===== src/rtl/mdu_pkg.sv =====
// Shared definitions for the HI/LO multiply/divide unit: operation codes,
// control-state encoding and the datapath width.
package mdu_pkg;

   localparam int DATA_W = 32;

   typedef enum logic [3:0] {
      OP_NOP   = 4'd0,
      OP_MULT  = 4'd1,
      OP_MULTU = 4'd2,
      OP_DIV   = 4'd3,
      OP_DIVU  = 4'd4,
      OP_MTHI  = 4'd5,
      OP_MTLO  = 4'd6,
      OP_MFHI  = 4'd7,
      OP_MFLO  = 4'd8
   } op_e;

   typedef enum logic [1:0] {
      IDLE     = 2'd0,
      MUL1     = 2'd1,
      MUL2     = 2'd2,
      DIV_WAIT = 2'd3
   } state_e;

endpackage


===== src/rtl/mdu_hilo_if.sv =====
// Request channel between the execute stage (master) and the HI/LO unit
// (slave): operation offer, acceptance, move-from read data and completion.
interface mdu_hilo_if;
   import mdu_pkg::*;

   logic              op_valid;
   logic [3:0]        op;
   logic [DATA_W-1:0] src_a;
   logic [DATA_W-1:0] src_b;
   logic              op_ready;
   logic [DATA_W-1:0] rdata;
   logic              done;

   modport master (
      output op_valid, op, src_a, src_b,
      input  op_ready, rdata, done
   );

   modport slave (
      input  op_valid, op, src_a, src_b,
      output op_ready, rdata, done
   );

endinterface


===== src/rtl/mdu_mult.sv =====
// Two-stage 32x32->64 multiplier, signed or unsigned, fixed 2-cycle latency.
// Operands are widened to 64 bits up front so one signed multiply serves
// both modes and the product needs no truncation.
module mdu_mult
   import mdu_pkg::*;
(
   input  logic                clk,
   input  logic                reset,
   input  logic [DATA_W-1:0]   a,
   input  logic [DATA_W-1:0]   b,
   input  logic                sign,
   output logic [2*DATA_W-1:0] product
);

   function automatic logic signed [2*DATA_W-1:0] extend(input logic [DATA_W-1:0] v,
                                                         input logic s);
      return {{DATA_W{s & v[DATA_W-1]}}, v};
   endfunction

   logic signed [2*DATA_W-1:0] a_p0;
   logic signed [2*DATA_W-1:0] b_p0;
   logic signed [2*DATA_W-1:0] prod_p1;

   // Stage 0: capture operands, sign- or zero-extended by mode
   always_ff @(posedge clk) begin
      if (reset) begin
         a_p0 <= '0;
         b_p0 <= '0;
      end else begin
         a_p0 <= extend(a, sign);
         b_p0 <= extend(b, sign);
      end
   end

   // Stage 1: register the full-width product
   always_ff @(posedge clk) begin
      if (reset) begin
         prod_p1 <= '0;
      end else begin
         prod_p1 <= a_p0 * b_p0;
      end
   end

   assign product = prod_p1;

endmodule


===== src/rtl/mdu_hilo.sv =====
// HI/LO multiply/divide unit. Owns the architectural HI/LO registers,
// sequences MULT/MULTU through the two-stage multiplier and DIV/DIVU through
// an external divider, and serves MTHI/MTLO/MFHI/MFLO in the accept cycle.
// Optional build macro MDU_DIV0_BYPASS_EN: divide-by-zero is resolved locally
// (hi = dividend, lo = all ones) without starting the divider.
module mdu_hilo
   import mdu_pkg::*;
(
   input  logic                clk,
   input  logic                reset,
   mdu_hilo_if.slave           bus,
   input  logic                flush,
   output logic                div_start,
   output logic                div_sign,
   output logic [DATA_W-1:0]   div_a,
   output logic [DATA_W-1:0]   div_b,
   input  logic [2*DATA_W-1:0] div_result,
   input  logic                div_busy,
   output logic [DATA_W-1:0]   hi,
   output logic [DATA_W-1:0]   lo
);

   state_e              state;
   state_e              state_next;
   op_e                 op_code;
   logic                op_ready;
   logic                accept;
   logic                div0;
   logic                mul_sign;
   logic                done;
   logic                hi_we;
   logic                lo_we;
   logic [DATA_W-1:0]   hi_next;
   logic [DATA_W-1:0]   lo_next;
   logic [DATA_W-1:0]   rdata;
   logic [2*DATA_W-1:0] product;

   assign op_code  = op_e'(bus.op);
   assign op_ready = (state == IDLE) && !flush;
   assign accept   = bus.op_valid && op_ready && !reset;
   assign mul_sign = (op_code == OP_MULT);

   // The divider samples operands only when div_start is high
   assign div_sign = (op_code == OP_DIV);
   assign div_a    = bus.src_a;
   assign div_b    = bus.src_b;

   assign bus.op_ready = op_ready;
   assign bus.rdata    = rdata;
   assign bus.done     = done;

`ifdef MDU_DIV0_BYPASS_EN
   assign div0 = (bus.src_b == '0);
`else
   assign div0 = 1'b0;
`endif

   mdu_mult u_mult (
      .clk     (clk),
      .reset   (reset),
      .a       (bus.src_a),
      .b       (bus.src_b),
      .sign    (mul_sign),
      .product (product)
   );

   // Next state, HI/LO write enables, done pulse and divider start
   always_comb begin
      state_next = state;
      done       = 1'b0;
      div_start  = 1'b0;
      rdata      = '0;
      hi_we      = 1'b0;
      lo_we      = 1'b0;
      hi_next    = hi;
      lo_next    = lo;
      case (state)
         IDLE: begin
            if (accept) begin
               case (op_code)
                  OP_MULT, OP_MULTU: state_next = MUL1;
                  OP_DIV, OP_DIVU: begin
                     if (div0) begin
                        hi_we   = 1'b1;
                        lo_we   = 1'b1;
                        hi_next = bus.src_a;
                        lo_next = '1;
                        done    = 1'b1;
                     end else begin
                        div_start  = 1'b1;
                        state_next = DIV_WAIT;
                     end
                  end
                  OP_MTHI: begin
                     hi_we   = 1'b1;
                     hi_next = bus.src_a;
                     done    = 1'b1;
                  end
                  OP_MTLO: begin
                     lo_we   = 1'b1;
                     lo_next = bus.src_a;
                     done    = 1'b1;
                  end
                  OP_MFHI: rdata = hi;
                  OP_MFLO: rdata = lo;
                  default: ;
               endcase
            end
         end
         MUL1: state_next = MUL2;
         MUL2: begin
            state_next = IDLE;
            hi_we      = 1'b1;
            lo_we      = 1'b1;
            hi_next    = product[2*DATA_W-1:DATA_W];
            lo_next    = product[DATA_W-1:0];
            done       = 1'b1;
         end
         DIV_WAIT: begin
            // Busy is already high in the first wait cycle, so low means finished
            if (!div_busy) begin
               state_next = IDLE;
               hi_we      = 1'b1;
               lo_we      = 1'b1;
               hi_next    = div_result[2*DATA_W-1:DATA_W];
               lo_next    = div_result[DATA_W-1:0];
               done       = 1'b1;
            end
         end
         default: state_next = IDLE;
      endcase
      // A flush kills whatever is in flight; the divider is simply left running
      if (flush) begin
         state_next = IDLE;
         done       = 1'b0;
         hi_we      = 1'b0;
         lo_we      = 1'b0;
      end
      if (reset) begin
         done      = 1'b0;
         div_start = 1'b0;
         hi_we     = 1'b0;
         lo_we     = 1'b0;
      end
   end

   // State register and architectural HI/LO
   always_ff @(posedge clk) begin
      if (reset) begin
         state <= IDLE;
         hi    <= '0;
         lo    <= '0;
      end else begin
         state <= state_next;
         if (hi_we) hi <= hi_next;
         if (lo_we) lo <= lo_next;
      end
   end

endmodule


===== src/flat_wrapper.sv =====
// flat-port wrapper written by rule: the top's interface ports become plain ports
module mdu_hilo_flat import mdu_pkg::*;
  (clk, reset, flush, div_start, div_sign, div_a, div_b, div_result, div_busy, hi, lo, bus_op_valid, bus_op, bus_src_a, bus_src_b, bus_op_ready, bus_rdata, bus_done);
  mdu_hilo_if bus_i ();
  input  logic clk;
  input  logic reset;
  input  logic flush;
  output logic div_start;
  output logic div_sign;
  output logic [DATA_W-1:0] div_a;
  output logic [DATA_W-1:0] div_b;
  input  logic [2*DATA_W-1:0] div_result;
  input  logic div_busy;
  output logic [DATA_W-1:0] hi;
  output logic [DATA_W-1:0] lo;
  input wire logic [$bits(bus_i.op_valid)-1:0] bus_op_valid;
  input wire logic [$bits(bus_i.op)-1:0] bus_op;
  input wire logic [$bits(bus_i.src_a)-1:0] bus_src_a;
  input wire logic [$bits(bus_i.src_b)-1:0] bus_src_b;
  output wire logic [$bits(bus_i.op_ready)-1:0] bus_op_ready;
  output wire logic [$bits(bus_i.rdata)-1:0] bus_rdata;
  output wire logic [$bits(bus_i.done)-1:0] bus_done;
  assign bus_i.op_valid = bus_op_valid;
  assign bus_i.op = bus_op;
  assign bus_i.src_a = bus_src_a;
  assign bus_i.src_b = bus_src_b;
  assign bus_op_ready = bus_i.op_ready;
  assign bus_rdata = bus_i.rdata;
  assign bus_done = bus_i.done;
  mdu_hilo u_core (.clk(clk), .reset(reset), .bus(bus_i), .flush(flush), .div_start(div_start), .div_sign(div_sign), .div_a(div_a), .div_b(div_b), .div_result(div_result), .div_busy(div_busy), .hi(hi), .lo(lo));
endmodule

===== config.mk =====
export PLATFORM = sky130hd
export DESIGN_NAME = mdu_hilo_flat
export DESIGN_NICKNAME = d
export VERILOG_FILES = /design/src/rtl/mdu_pkg.sv /design/src/rtl/mdu_hilo_if.sv /design/src/rtl/mdu_mult.sv /design/src/rtl/mdu_hilo.sv /design/src/flat_wrapper.sv
export SDC_FILE = /design/constraint.sdc
export NUM_CORES = 2
export LEC_CHECK = 0
export ABC_AREA = 1
export ABC_CLOCK_PERIOD_IN_PS = 9900
export CAP_MARGIN = 0
export CORE_MARGIN = 5
export CORE_UTILIZATION = 45
export DETAILED_ROUTE_END_ITERATION = 16
export PLACE_DENSITY = 0.59
export SYNTH_ARGS = -nofsm -noshare
export SYNTH_HDL_FRONTEND = slang
export SYNTH_HIERARCHICAL = 1
export SYNTH_SLANG_ARGS = --single-unit
export TNS_END_PERCENT = 30

===== constraint.sdc =====
create_clock -name clk -period 9.9 [get_ports clk]
set_input_delay 2.97 -clock clk [delete_from_list [all_inputs] [get_ports clk]]
set_output_delay 2.97 -clock clk [all_outputs]
set_load 0.02 [all_outputs]

==> flow_summary_export.csv <==
group,metric,value,unit
run_status,status,"finished clean",
synthesis,async_reset_ff_share,0,%
die,fp-row-count,121,
clock_network,post-cts-setup-buffers,0,
routing,drtPass1Iterations,6,
die,initial_core_util,45.12,%
worst_hold_path,hold_class,"flip-flop to flip-flop",
die,fp.dieH,339.9,um
setup_path,regToRegSetupSlack,1590,ps
sta,rsz0062_at_grt,"false",
global_route,antenna_found_initial,13,
finish,nNetsFinal,7937,
routing,drt_wl_total,153400,um
synthesis,synth_mux_area_share,0,%
setup_path,end_kind,"output port",
die,io_pins,301,
synthesis,synth_top_family_by_area,"adder cells",
setup_path,r2r_end,"u_core/u_mult/product[51]",
worst_hold_path,hold_start,"u_core/lo[11]",
synthesis,synth-seq-area-share,8.011,%
sta,setup_viol,0,
clock_network,clkTransAtPathRegs,90,ps
placed_design,routabilityCongestion,0.9419,
job,cap_violations,0,
synthesis,syn_area_per_cell,7.582,um2
synthesis,yosys.area_share.adder,51.40,%
sta,worstMarginPinSlew,1415,ps
synthesis,yosys_warnings,6,
finish,final_util,49.11,%
clock_network,numClockSinks,196,
sta,fin_worst_skew,20.65,ps
global_route,grt_overflow,0,
global_route,grt_pass1_vias,41736,
die,dieArea,115500,um2
placed_design,hpwl,128500,um
global_route,grt_max_degree,68,
pwr,leakage,30.98,nW
worst_hold_path,hold_end,"u_core/lo[11]",
setup_path,worstPathMaxFanout,33,
sta,post-route-period-util,86.12,%
setup_path,arrival,5560,ps
synthesis,synthSimpleGateAreaFrac,19.19,%
sta,finalSetupTns,0,ps
die,coreArea,108600,um2
setup_path,reg2reg_depth,25,
synthesis,synth-compound-area-share,3.252,%
worst_hold_path,hold_depth,2,
sta,max_slew_margin,5.529,%
clock_network,htree_levels,4,
setup_path,rr_startpoint,"u_core/u_mult/a_p0[32]",
synthesis,ys_ff_latch,196,
clock_network,root_buffer,"clkbuf_16",
sta,slew_violations,0,
routing,drc,0,
routing,vias,39231,
finish,final_cell_mix,"inv_1, nand2_1, fa_1",
synthesis,synth_area,48980,um2
synthesis,yosysUniqueCellTypes,42,
routing,vias_per_cell,4.968,
routing,wl_per_cell,19.42,um
global_route,grt_first_pass_wirelength,242700,um
clock_network,postCtsHoldBufs,0,
clock_network,cts_tree,"built",
global_route,grtUsageTotal,27.11,%
synthesis,synth_edf_count,0,
finish,fillCellCount,10684,
sta,min_period,8526,ps
clock_network,clk_latency,520,ps
finish,area_delta_synth_final,8.833,%
sta,hold_viol,0,
placed_design,port_buffers,300,
synthesis,synth_xor_area_share,0.1431,%
clock_network,cts_resized,0,
synthesis,synth_cells,6460,
finish,final_common_cell,"inv_1",
synthesis,syn_nets,7934,
routing,dr.first_iter.drc_count,2768,
die,fp.dieW,339.9,um
setup_path,crit_type,"input port to output port",
synthesis,synth-main-ff-cell,"dfxtp_1",
setup_path,crit_path_start_kind,"input port",
pwr,power.density,166.1,nW/um2
finish,drive_above_1_share,3.027,%
clock_network,cts_buffers,17,
sta,fmaxAchievable,117.3,MHz
setup_path,crit_required,6930,ps
routing,ant_nets,0,
clock_network,cts.path.max_buffers,2,
pwr,ir_drop,359.5,uV
[power by group]
part	internal [mW]	total (mW)	switching [mW]
clock	0.355	0.779	0.424
combinational	2.30	7.03	4.73
sequential	0.917	1.05	0.132
[synthesized netlist by cell type (15+ instances only)]
cell	n	share of area [%]
a21oi_1	199	2.0
buf_1	15	0.11
buf_2	29	0.30
buf_4	66	1.0
clkbuf_1	295	2.3
dfxtp_1	196	8.0
fa_1	1125	46
ha_1	212	5.4
inv_1	1841	14
inv_2	15	0.11
nand2_1	1631	12
nand3_1	223	2.3
nand4_1	37	0.47
nor2_1	414	3.2
o21a_1	15	0.23
o21ai_0	45	0.46
[critical path, stage by stage]
cell and delay [ps]:
clkdlybuf4s50_1 540, inv_2 260, nor2_4 510, buf_4 300, nand3_1 80, a21oi_1 230
clkdlybuf4s50_1 650
[routing by layer]
metal / share of wire (%) / vias to the layer above / global-route usage [%] / wire (um)
li1: - / 18049 / - / -
met1: 41 / 19824 / 34.99 / 62740
met2: 51 / 1168 / 48.26 / 77830
met3: 5.5 / 186 / 3.260 / 8503
met4: 2.8 / 4 / 7.556 / 4252
met5: 0.020 / - / 0 / 31
[flip-flops by register name, summed over array words and instances, names as in the netlist]
| register | flops |
|---|---|
| u_core/u_mult/product | 64 |
| u_core/hi | 32 |
| u_core/lo | 32 |
| u_core/u_mult/b_p0 | 33 |
| u_core/state | 2 |
| u_core/u_mult/a_p0 | 33 |
[worst max-delay path by stage]
stage	cells after the start	end	from	slack, ps
floorplan	26	u_core/u_mult/product[51]	u_core/u_mult/a_p0[32]	2570
global placement	7	bus_rdata[26]	bus_op[2]	1480
detailed placement	7	bus_rdata[26]	bus_op[2]	1430
CTS	7	bus_rdata[26]	bus_op[2]	1410
global route	27	u_core/u_mult/product[53]	u_core/u_mult/a_p0[32]	960
finish	7	bus_rdata[26]	bus_op[2]	1370
[area by class of cell]
type	count	area [um2]	share of cell area, %
Multi-Input combinational cell	3998	36260	68.02
Inverter	1857	6970	13.08
Sequential cell	196	3938	7.386
Timing Repair Buffer	393	3724	6.985
Tap cell	1414	1769	3.319
Clock buffer	18	439.2	0.8238
Clock inverter	14	187.7	0.3521
Antenna cell	7	17.52	0.03286
[logic make-up (layout without fill, tap and decap cells)]
group | Yosys count | after routing
AO/OA/AOI/OAI | 293 | 293
other | 0 | 7
AND/OR/NAND/NOR | 2360 | 2360
adder cells (fa/ha/maj) | 1337 | 1337
flip-flops | 196 | 196
buffers and inverters | 2266 | 2282
XOR/XNOR | 8 | 8
[stage by stage]
| stage | area [um2] | hold slack [ps] | worst slack, ps | instances | total power, mW |
|---|---|---|---|---|---|
| after CTS | 53290 | 511.7 | 1409 | 7890 | 8.867 |
| after global placement | 52660 | 495.7 | 1479 | 7858 | 8.032 |
| after global routing | 53300 | 534.3 | 961.5 | 7896 | 9.737 |
| after detailed placement | 52660 | 501.1 | 1432 | 7858 | 8.025 |
| after floorplan | 48980 | 534.5 | 2573 | 6460 | 5.446 |
| final | 53310 | 509.5 | 1374 | 7897 | 8.856 |
(Power assumes the default switching activity.)
